==> src/rtl/subckt_activity_probe_pkg.sv <==
// Shared types, constants and helpers for the sub-circuit activity probe.
package subckt_activity_probe_pkg;

  typedef enum logic [1:0] {
    ST_IDLE = 2'd0,
    ST_RUN  = 2'd1,
    ST_FIN  = 2'd2
  } state_t;

  localparam int VEC_W = 4;

  // x^4 + x^3 + 1 on a left-shifting register: feedback is bit3 ^ bit2.
  localparam logic [VEC_W-1:0] LFSR_SEED = 4'b0001;
  localparam logic [VEC_W-1:0] LFSR_TAPS = 4'b1100;

  // Vector index counter; the last index of a run always fits in 8 bits.
  localparam int               IDX_W    = 8;
  localparam logic [IDX_W-1:0] EXH_LAST = 8'd15;

  // Result widths sized for a 256-vector run without wrap.
  localparam int ONES_W    = 9;
  localparam int OUT_TGL_W = 9;
  localparam int IN_TGL_W  = 10;
  localparam int POP_W     = 3;

  function automatic logic [VEC_W-1:0] lfsr_next(input logic [VEC_W-1:0] q);
    return {q[VEC_W-2:0], ^(q & LFSR_TAPS)};
  endfunction

  function automatic logic [POP_W-1:0] popcount(input logic [VEC_W-1:0] v);
    logic [POP_W-1:0] n;
    n = '0;
    for (int i = 0; i < VEC_W; i++) begin
      n = n + POP_W'(v[i]);
    end
    return n;
  endfunction

endpackage

==> src/rtl/subckt_vec_gen.sv <==
// Stimulus vector generator: binary count (mode 0) or LFSR sequence (mode 1).
// The selected vector is registered so the sub-circuit input never glitches.
module subckt_vec_gen
  import subckt_activity_probe_pkg::*;
(
  input  logic             clk,
  input  logic             rst,
  input  logic             load,
  input  logic             step,
  input  logic             clear,
  input  logic             mode,
  output logic [VEC_W-1:0] vec
);

  logic [VEC_W-1:0] bin_q;
  logic [VEC_W-1:0] lfsr_q;
  logic [VEC_W-1:0] bin_nxt;
  logic [VEC_W-1:0] lfsr_nxt;

  // Successor of each generator, computed from its own state.
  always_comb begin
    bin_nxt  = bin_q + VEC_W'(1);
    lfsr_nxt = lfsr_next(lfsr_q);
  end

  // Generator state and registered output vector.
  always_ff @(posedge clk or posedge rst) begin
    if (rst) begin
      bin_q  <= '0;
      lfsr_q <= LFSR_SEED;
      vec    <= '0;
    end else if (load) begin
      bin_q  <= '0;
      lfsr_q <= LFSR_SEED;
      vec    <= mode ? LFSR_SEED : '0;
    end else if (clear) begin
      bin_q  <= '0;
      lfsr_q <= LFSR_SEED;
      vec    <= '0;
    end else if (step) begin
      bin_q  <= bin_nxt;
      lfsr_q <= lfsr_nxt;
      vec    <= mode ? lfsr_nxt : bin_nxt;
    end
  end

endmodule

==> src/rtl/subckt_activity_probe.sv <==
// Activity probe: sweeps a 4-input sub-circuit, counts ones and toggles on
// its output and toggles on its inputs, and flags constant-output circuits.
module subckt_activity_probe
  import subckt_activity_probe_pkg::*;
(
  input  logic                 clk,
  input  logic                 rst,
  input  logic                 start,
  input  logic                 mode,
  input  logic [7:0]           num_vec,
  input  logic                 dut_out,
  output logic [VEC_W-1:0]     dut_in,
  output logic                 busy,
  output logic                 done,
  output logic [ONES_W-1:0]    ones_cnt,
  output logic [OUT_TGL_W-1:0] out_tgl_cnt,
  output logic [IN_TGL_W-1:0]  in_tgl_cnt,
  output logic                 const_flag,
  output logic                 const_val
);

  state_t state_q;
  state_t state_nxt;

  logic             mode_q;
  logic [IDX_W-1:0] last_idx_q;
  logic [IDX_W-1:0] idx_q;

  logic load;
  logic vld_p0;
  logic last_smp;
  logic step;
  logic first_smp;
  logic gen_mode;

  logic             out_prev_p1;
  logic [VEC_W-1:0] vec_prev_p1;

  logic [OUT_TGL_W-1:0] out_tgl_nxt;

  // State register.
  always_ff @(posedge clk or posedge rst) begin
    if (rst) state_q <= ST_IDLE;
    else     state_q <= state_nxt;
  end

  // Next-state logic; start is only looked at in IDLE.
  always_comb begin
    state_nxt = state_q;
    case (state_q)
      ST_IDLE: if (start)    state_nxt = ST_RUN;
      ST_RUN:  if (last_smp) state_nxt = ST_FIN;
      ST_FIN:                state_nxt = ST_IDLE;
      default:               state_nxt = ST_IDLE;
    endcase
  end

  // Status outputs and per-cycle control strobes decoded from the state.
  always_comb begin
    busy      = (state_q == ST_RUN);
    done      = (state_q == ST_FIN);
    load      = (state_q == ST_IDLE) && start;
    vld_p0    = busy;
    last_smp  = vld_p0 && (idx_q == last_idx_q);
    step      = vld_p0 && !last_smp;
    first_smp = (idx_q == '0);
    gen_mode  = load ? mode : mode_q;
  end

  subckt_vec_gen u_vec_gen (
    .clk   (clk),
    .rst   (rst),
    .load  (load),
    .step  (step),
    .clear (last_smp),
    .mode  (gen_mode),
    .vec   (dut_in)
  );

  // Output-toggle count including the sample taken on this edge.
  always_comb begin
    out_tgl_nxt = out_tgl_cnt
                + OUT_TGL_W'(!first_smp && (dut_out != out_prev_p1));
  end

  // Run configuration and result accumulation; sample p0 -> history p1.
  always_ff @(posedge clk or posedge rst) begin
    if (rst) begin
      mode_q      <= 1'b0;
      last_idx_q  <= '0;
      idx_q       <= '0;
      ones_cnt    <= '0;
      out_tgl_cnt <= '0;
      in_tgl_cnt  <= '0;
      const_flag  <= 1'b0;
      const_val   <= 1'b0;
      out_prev_p1 <= 1'b0;
      vec_prev_p1 <= '0;
    end else if (load) begin
      mode_q      <= mode;
      // num_vec = 0 wraps to 255, i.e. a 256-vector run.
      last_idx_q  <= mode ? (num_vec - 8'd1) : EXH_LAST;
      idx_q       <= '0;
      ones_cnt    <= '0;
      out_tgl_cnt <= '0;
      in_tgl_cnt  <= '0;
      const_flag  <= 1'b0;
      const_val   <= 1'b0;
      out_prev_p1 <= 1'b0;
      vec_prev_p1 <= '0;
    end else if (vld_p0) begin
      idx_q       <= idx_q + IDX_W'(1);
      ones_cnt    <= ones_cnt + ONES_W'(dut_out);
      out_tgl_cnt <= out_tgl_nxt;
      out_prev_p1 <= dut_out;
      vec_prev_p1 <= dut_in;
      if (first_smp) begin
        const_val <= dut_out;
      end else begin
        in_tgl_cnt <= in_tgl_cnt + IN_TGL_W'(popcount(dut_in ^ vec_prev_p1));
      end
      if (last_smp) begin
        const_flag <= (out_tgl_nxt == '0);
      end
    end
  end

endmodule

==> config.mk <==
export PLATFORM = sky130hd
export DESIGN_NAME = subckt_activity_probe
export DESIGN_NICKNAME = d
export VERILOG_FILES = /design/src/rtl/subckt_activity_probe_pkg.sv /design/src/rtl/subckt_vec_gen.sv /design/src/rtl/subckt_activity_probe.sv
export SDC_FILE = /design/constraint.sdc
export NUM_CORES = 1
export LEC_CHECK = 0
export BUFFER_PORTS_ARGS = -buffer_cell sky130_fd_sc_hd__buf_2
export CAP_MARGIN = 20
export CELL_PAD_IN_SITES_DETAIL_PLACEMENT = 1
export CELL_PAD_IN_SITES_GLOBAL_PLACEMENT = 1
export CORE_UTILIZATION = 40
export DETAILED_ROUTE_END_ITERATION = 8
export PLACE_DENSITY_LB_ADDON = 0.25
export SLEW_MARGIN = 0
export SYNTH_ARGS = -nofsm -noshare
export SYNTH_HDL_FRONTEND = slang
export SYNTH_SLANG_ARGS = --single-unit
==> constraint.sdc <==
create_clock -name clk -period 6 [get_ports clk]
set_clock_uncertainty 0.15 [all_clocks]
set_input_delay 0.6 -clock clk [delete_from_list [all_inputs] [get_ports clk]]
set_output_delay 0.6 -clock clk [all_outputs]
set_load 0.1 [all_outputs]
==> results of run 1 <==
-- metrics by stage --
step | instance area, sq um | utilization | std cells
after floorplan | 3480 | - | 364
after detailed placement | 3820 | 0.460 | 506
final | 4040 | 0.487 | 522
after global routing | 4040 | 0.487 | 522
after CTS | 4040 | 0.487 | 522
after global placement | 3820 | 0.460 | 506
-- how the worst min path moves through the flow --
stage                                   start                         to  cells past startpoint
CTS                                num_vec[0]  last_idx_q[0]$_DFFE_PP0P_                      2
global route                       num_vec[0]  last_idx_q[0]$_DFFE_PP0P_                      2
finish                             num_vec[0]  last_idx_q[0]$_DFFE_PP0P_                      2
floorplan           last_idx_q[4]$_DFFE_PP0P_  last_idx_q[4]$_DFFE_PP0P_                      2
detailed placement    ones_cnt[8]$_DFFE_PP0P_    ones_cnt[8]$_DFFE_PP0P_                      1
global placement      ones_cnt[8]$_DFFE_PP0P_    ones_cnt[8]$_DFFE_PP0P_                      1
-- state kept, by name (all words and copies together) (netlist names), 2 cells and up --
signal and flops:
out_tgl_cnt 9, last_idx_q 8, vec_prev_p1 4, in_tgl_cnt 10, u_vec_gen.vec 4, idx_q 8
u_vec_gen.bin_q 4, state_q 2, ones_cnt 9, u_vec_gen.lfsr_q 4
-- cells in the final DEF (no fill, tap or decap), drive strengths merged, types with 2 or more instances in the layout --
master and count:
nand4 5, o21ai 36, nor3 3, nor2 21, clkinvlp 2, o22a 2
a31oi 7, bufinv 2, xor2 12, and3 4, o31ai 8, xnor2 14
a21oi 13, mux2i 7, buf 52, nand2 64, inv 13, dfrtp 65
and4 3, a22o 2, nand3 21, or3 7, o211ai 8, ha 9
nor3b 2, nor4 2, clkbuf 10, a2111oi 2, fa 3, nor2b 3
nand2b 2
-- layer usage --
| metal | GRT usage | routed length, um | vias up |
|---|---|---|---|
| li1 | - | - | 1374 |
| met1 | 0.269 | 3930 | 1422 |
| met2 | 0.370 | 4370 | 45 |
| met3 | 0.0351 | 249 | 10 |
| met4 | 0.0783 | 112 | 0 |
| met5 | 0 | 0 | - |
-- cell type report --
cell class / count / area (sq um)
clock buffer: 10 / 138
clock inverter: 6 / 88.8
fill: 981 / 4260
inverter: 12 / 45.0
multi-input combinational: 271 / 1720
sequential: 66 / 1650
tap: 105 / 131
timing repair buffer: 52 / 270
-- cells by family (layout without fill, tap and decap cells) --
kind of cell               Yosys count  count (layout)  synth area share
xor gates and xnor gates            26              26            0.0654
buffers and inverters               27              80            0.0331
DFF                                 66              66             0.475
AOI/OAI and AO/OA                   83              83             0.161
adders and majority gates           12              12            0.0496
muxes                                8               8            0.0234
and+or+nand+nor                    142             142             0.193
==> impl_metrics.tcl, run 1 <==
set metrics [dict create \
    rrSetupSlack_ns 2.29 \
    synth-seq-cells 66 \
    ctsResizeCount 0 \
    drcViolationCount 0 \
    async_reset_ff_frac 1.00 \
    synthTopCellsByCount "65 x dfrtp_1, 64 x nand2_1, 35 x o21ai_0" \
    drt_iter0_drc 102 \
    maxCapViolCount 0 \
    cp.depth 12 \
    die_height_um 95.3 \
    gp_congestion 0.804 \
    start_kind "flip-flop" \
    setup_viol 0 \
    io_buffers 48 \
    netlist_top_cells_area "dfrtp_1 47%, nand2_1 6.9%, o21ai_0 5.0%" \
    cts.sinks 66 \
    holdWs_ns 0.316 \
    grt_pass1_wl_mm 14.8 \
    maxSlewHeadroom 0.433 \
    r2r.worst_path.cells 12 \
    fin_ws_ns 2.29 \
    final_hold_viol_count 0 \
    syn_to_final_growth_pct 16.2 \
    drt_wl_total_mm 8.66 \
    ys_types 49 \
    required_ns 6.13 \
    critPathSlowestCell "or4b_1" \
    die_w_um 95.3 \
    vias 2851 \
    htree_num_levels 3 \
    drtPass1Iterations 4 \
    drive_gt1_frac 0.199 \
    clock_latency_ns 0.35 \
    grt_pass1_vias 2990 \
    synth_edf_count 0 \
    netlist_instances 364 \
    tns_ns 0 \
    rows 33 \
    r2r-end "const_flag$_DFFE_PP0P_" \
    worst-path-buf-inv 1 \
    synth_top_cell_by_area "dfrtp_1" \
    timing.fmax_ghz 0.270 \
    path_delay_family "simple AND/OR/NAND/NOR gates" \
    syn-mean-instance-area_sq_um 9.56 \
    grt_max_degree 67 \
    global_route.overflow_total 0 \
    syn-cell-area_sq_um 3480 \
    wl_per_cell_um 16.6 \
    die-area_sq_um 9080 \
    grt_usage 0.215 \
    reg2reg_from "idx_q[0]$_DFFE_PP0P_" \
    grt_antenna_before_repair 0 \
    cts_buffers 9 \
    clk_transition_reported_paths_ns 0.07 \
    min_path_type "in -> reg" \
    slowest_delay_ns 0.52 \
    cpMostUsedCell "ha_1" \
    place_ws_ns 2.32 \
    synth.most_common_cell "dfrtp_1" \
    via_per_inst 5.46 \
    outcome "finished, final reports clean" \
    cts_tree "done" \
    cp-end-kind "flip-flop" \
    fin_crit_ns 3.71 \
    ctsHoldBuffers 0 \
    synth_top_area_share 0.467 \
    num_antenna_cells 0 \
    worstSetupPathType "reg -> reg" \
    worstPathCellList "inv_1, ha_1, or4b_1, nor2_1, nor2_1, ha_1, ha_1, and4_1, a2111oi_4, a41oi_2, a2111oi_2, mux2_2" \
    worst_slew_pin_slew_ns 0.850 \
    yosysSeqAreaShare 0.475 \
    post-route-period-util 0.618 \
    post_cts_buffers 0 \
    start_util 0.419 \
    cts_buffer_depth 2 \
    place_hpwl_mm 6.03 \
    synth_flop_cell "dfrtp_1" \
    root_buffer "clkbuf_8" \
    rsz0062_at_grt "false" \
    pin_count 49 \
    slew_viol_final 0 \
    cp.arrival_ns 3.84 \
    crit_start "idx_q[0]$_DFFE_PP0P_" \
    ys_warn_count 0 \
    synth_nets 389 \
    fin_nets 437 \
    ant_nets 0 \
    coreArea_sq_um 8300 \
    crit_fanout 6 \
    endpoint "const_flag$_DFFE_PP0P_" \
]
Power of run 1 is left out: the tool's default activity adds up to more than one toggle a clock period on the data nets, which glitch-free logic cannot reach.
==> inputs of run 2 (changes only) <==
- clock period: 6 -> 3.5 ns (I/O delays scaled with it)
==> run 2 against run 1 <==
Against the previous run: via count increased by 1.4%; routed wire length rose by 0.51%; non-clock buffer count up 3; largest cell class unchanged; highest routed layer unchanged.
==> impl_metrics.tcl, run 2 (same netlist as run 1, synthesis figures left out) <==
set metrics [dict create \
    outcome "finished, final reports clean" \
    crit_fanout 6 \
    syn_to_final_growth_pct 16.9 \
    layout_commonest_cell "dfrtp_1" \
    maxSlewHeadroom 0.427 \
    ctsHoldBuffers 0 \
    io_buffers 48 \
    drt_iter0_drc 111 \
    gp_congestion 0.792 \
    drt_wl_total_mm 8.71 \
    via_per_inst 5.52 \
    min_path_type "in -> async" \
    setup_viol 0 \
    ant_nets 0 \
    post_cts_buffers 0 \
    cp-end-kind "flip-flop" \
    regMostFlops "in_tgl_cnt" \
    global_route.overflow_total 0 \
    drcViolationCount 0 \
    cts_buffer_depth 2 \
    root_buffer "clkbuf_8" \
    rows 33 \
    wl_per_cell_um 16.6 \
    worstSetupPathType "reg -> reg" \
    die_w_um 95.3 \
    grt_max_degree 67 \
    clk_transition_reported_paths_ns 0.07 \
    final_hold_viol_count 0 \
    start_util 0.419 \
    crit_start "idx_q[1]$_DFFE_PP0P_" \
    die_height_um 95.3 \
    top_regs "in_tgl_cnt x10, ones_cnt x9, out_tgl_cnt x9" \
    slew_viol_final 0 \
    cts_buffers 9 \
    cp.arrival_ns 3.42 \
    tns_ns 0 \
    start_kind "flip-flop" \
    post-route-period-util 0.938 \
    num_antenna_cells 0 \
    largest_reg_flops 10 \
    fin_crit_ns 3.28 \
    coreArea_sq_um 8300 \
    fin_nets 440 \
    ctsResizeCount 0 \
    required_ns 3.64 \
    r2r.worst_path.cells 12 \
    drive_gt1_frac 0.210 \
    die-area_sq_um 9080 \
    final_cell_mix "65 x dfrtp_1, 64 x nand2_1, 48 x buf_2" \
    grt_pass1_wl_mm 14.7 \
    grt_usage 0.214 \
    vias 2891 \
    place_hpwl_mm 6.11 \
    grt_pass1_vias 3053 \
    timing.fmax_ghz 0.305 \
    rsz0062_at_grt "false" \
    clock_latency_ns 0.34 \
    maxCapViolCount 0 \
    pin_count 49 \
    cts.sinks 66 \
    reg2reg_from "idx_q[1]$_DFFE_PP0P_" \
    rrSetupSlack_ns 0.22 \
    drtPass1Iterations 4 \
    htree_num_levels 3 \
    worst_slew_pin_slew_ns 0.860 \
    r2r-end "const_flag$_DFFE_PP0P_" \
    grt_antenna_before_repair 0 \
    cts_tree "done" \
]
-- run 2: critical path, stage by stage, from the launching register on --
cell,delay (ns)
dfrtp_1,0.44
inv_1,0.11
ha_1,0.14
or4b_1,0.48
nor2_2,0.14
nor2_1,0.08
ha_1,0.22
ha_1,0.24
and4_4,0.24
a2111oi_4,0.36
a41oi_2,0.06
a2111oi_2,0.36
mux2_2,0.20
-- run 2: worst max-delay path by stage --
stage	slack (ns)	cells past startpoint	endpoint
floorplan	0.1	13	const_flag$_DFFE_PP0P_
global placement	0.23	12	const_flag$_DFFE_PP0P_
detailed placement	0.12	12	const_flag$_DFFE_PP0P_
CTS	0.11	12	const_flag$_DFFE_PP0P_
global route	0.02	12	const_flag$_DFFE_PP0P_
finish	0.22	12	const_flag$_DFFE_PP0P_
-- run 2: cell type report --
| cell class | instances | area [sq um] |
|---|---|---|
| fill | 951 | 4230 |
| multi-input combinational | 271 | 1720 |
| sequential | 66 | 1650 |
| timing repair buffer | 55 | 293 |
| clock buffer | 14 | 193 |
| tap | 105 | 131 |
| inverter | 12 | 45.0 |
| clock inverter | 1 | 30.0 |
-- run 2: routing by layer --
layer,routed length [um],share of wire,GRT usage
met1,3950,0.45,0.256
met2,4330,0.50,0.373
met3,238,0.027,0.0447
met4,187,0.021,0.0871
met5,0,0,0
-- run 2: through the flow --
stage / hold WS [ns] / std cells / area (sq um) / setup WS, ns / utilization
6_report: 0.0869 / 524 / 4070 / 0.217 / 0.490
5_1_grt: 0.0823 / 524 / 4070 / 0.0244 / 0.490
4_1_cts: 0.0736 / 524 / 4060 / 0.107 / 0.489
3_5_place_dp: 0.323 / 509 / 3840 / 0.122 / 0.463
3_3_place_gp: 0.311 / 509 / 3840 / 0.233 / 0.463
2_1_floorplan: 0.296 / 364 / 3480 / 0.0993 / -
Power of run 2 is left out for the same reason.
==> inputs of run 3 (changes only) <==
- CORE_UTILIZATION: 40 -> 44
==> run 3 against run 2 <==
Against the previous run: sequential cell count did not move; largest cell class unchanged; die area fell by 8.9%; final area fell by 1.0%.
==> impl_metrics.tcl, run 3 (same netlist as run 1, synthesis figures left out) <==
set metrics [dict create \
    die_w_um 90.9 \
    num_antenna_cells 0 \
    maxSlewHeadroom 0.429 \
    slew_viol_final 0 \
    pin_count 49 \
    grt_max_degree 67 \
    clock_latency_ns 0.35 \
    reg2reg_from "idx_q[0]$_DFFE_PP0P_" \
    drcViolationCount 0 \
    slowest_delay_ns 0.48 \
    root_buffer "clkbuf_8" \
    critPathSlowestCell "or4b_1" \
    holdWs_ns 0.0673 \
    wl_met1_mm 4.01 \
    htree_num_levels 3 \
    worst-path-buf-inv 1 \
    r2r-end "const_flag$_DFFE_PP0P_" \
    rsz0062_at_grt "false" \
    rows 32 \
    top_regs "in_tgl_cnt x10, ones_cnt x9, out_tgl_cnt x9" \
    top_layer_used "met4" \
    drt_iter0_drc 68 \
    hold_depth 2 \
    wl_per_cell_um 17.0 \
    hp-start "num_vec[0]" \
    tns_ns 0 \
    cts_buffer_depth 2 \
    ant_nets 0 \
    clk_transition_reported_paths_ns 0.07 \
    drive_gt1_frac 0.210 \
    holdPathEnd "last_idx_q[0]$_DFFE_PP0P_" \
    worst_slew_pin_slew_ns 0.857 \
    post_cts_buffers 0 \
    worstPathCellList "inv_2, ha_1, or4b_1, nor2_2, nor2_1, ha_1, ha_1, and4_4, a2111oi_4, a41oi_2, a2111oi_2, mux2_2" \
    maxCapViolCount 0 \
    cp.arrival_ns 3.46 \
    die-area_sq_um 8270 \
    drt_wl_total_mm 8.89 \
    grt_antenna_before_repair 0 \
    outcome "finished, final reports clean" \
    vias 2904 \
    layoutNonFillerInstCount 522 \
    setup_viol 0 \
    place_hpwl_mm 6.19 \
    final_hold_viol_count 0 \
    worstSetupPathType "reg -> reg" \
    drtPass1Iterations 4 \
    post-route-period-util 0.949 \
    start_kind "flip-flop" \
    syn_to_final_growth_pct 15.6 \
    coreArea_sq_um 7690 \
    cts_buffers 9 \
    start_util 0.453 \
    die_height_um 90.9 \
    grt_usage 0.239 \
    path_delay_family "simple AND/OR/NAND/NOR gates" \
    cp-end-kind "flip-flop" \
    fin_crit_ns 3.32 \
    met3RoutedLength_um 191 \
    utilization 0.523 \
    timing.fmax_ghz 0.301 \
    min_path_type "in -> reg" \
    dr_wl_met2_mm 4.57 \
    regMostFlops "in_tgl_cnt" \
    crit_fanout 6 \
    global_route.overflow_total 0 \
    cts.sinks 66 \
    gp_congestion 0.807 \
    r2r.worst_path.cells 12 \
    cpMostUsedCell "ha_1" \
    cts_tree "done" \
    required_ns 3.64 \
    io_buffers 48 \
    via_per_inst 5.56 \
    rrSetupSlack_ns 0.18 \
    fin_nets 440 \
    placed_cells 506 \
    final_cell_mix "64 x nand2_1, 64 x dfrtp_1, 48 x buf_2" \
    grt_pass1_wl_mm 15.6 \
    grt_pass1_vias 3130 \
    largest_reg_flops 10 \
]
-- run 3: layout make-up --
cell class | count | area [sq um]
Clock inverter | 3 | 23.8
Multi-Input combinational cell | 271 | 1720
Fill cell | 949 | 3660
Timing Repair Buffer | 55 | 293
Tap cell | 102 | 128
Sequential cell | 66 | 1650
Inverter | 12 | 45.0
Clock buffer | 13 | 159
-- run 3: worst max-delay path by stage --
stage	start	end	slack, ns	cells after the start
floorplan	idx_q[0]$_DFFE_PP0P_	const_flag$_DFFE_PP0P_	0.1	13
global placement	idx_q[0]$_DFFE_PP0P_	const_flag$_DFFE_PP0P_	0.23	12
detailed placement	idx_q[0]$_DFFE_PP0P_	const_flag$_DFFE_PP0P_	0.05	12
CTS	idx_q[0]$_DFFE_PP0P_	const_flag$_DFFE_PP0P_	0.02	12
global route	idx_q[0]$_DFFE_PP0P_	const_flag$_DFFE_PP0P_	0.04	12
finish	idx_q[0]$_DFFE_PP0P_	const_flag$_DFFE_PP0P_	0.18	12
-- run 3: worst register-to-register path, stage by stage (launching register included) --
cell	delay [ns]
dfrtp_2	0.45
inv_2	0.10
ha_1	0.14
or4b_1	0.48
nor2_2	0.16
nor2_1	0.08
ha_1	0.21
ha_1	0.24
and4_4	0.25
a2111oi_4	0.36
a41oi_2	0.07
a2111oi_2	0.37
mux2_2	0.21
-- run 3: metrics by stage --
step / setup slack, ns / instance area, sq um
finish: 0.177 / 4020
global route: 0.0404 / 4020
CTS: 0.0164 / 4020
detailed placement: 0.0463 / 3830
global placement: 0.227 / 3830
floorplan: 0.0993 / 3480
-- run 3: routing by layer --
layer,vias up,track usage
met1,1476,0.313
met3,11,0.0337
met5,-,0
met4,0,0.0899
li1,1382,-
met2,35,0.404
-- run 3: repair_timing --
item,in CTS,in global routing
hold buffers,0,0
gates resized for setup,0,5
setup endpoints to repair,0,1
Power of run 3 is left out for the same reason.
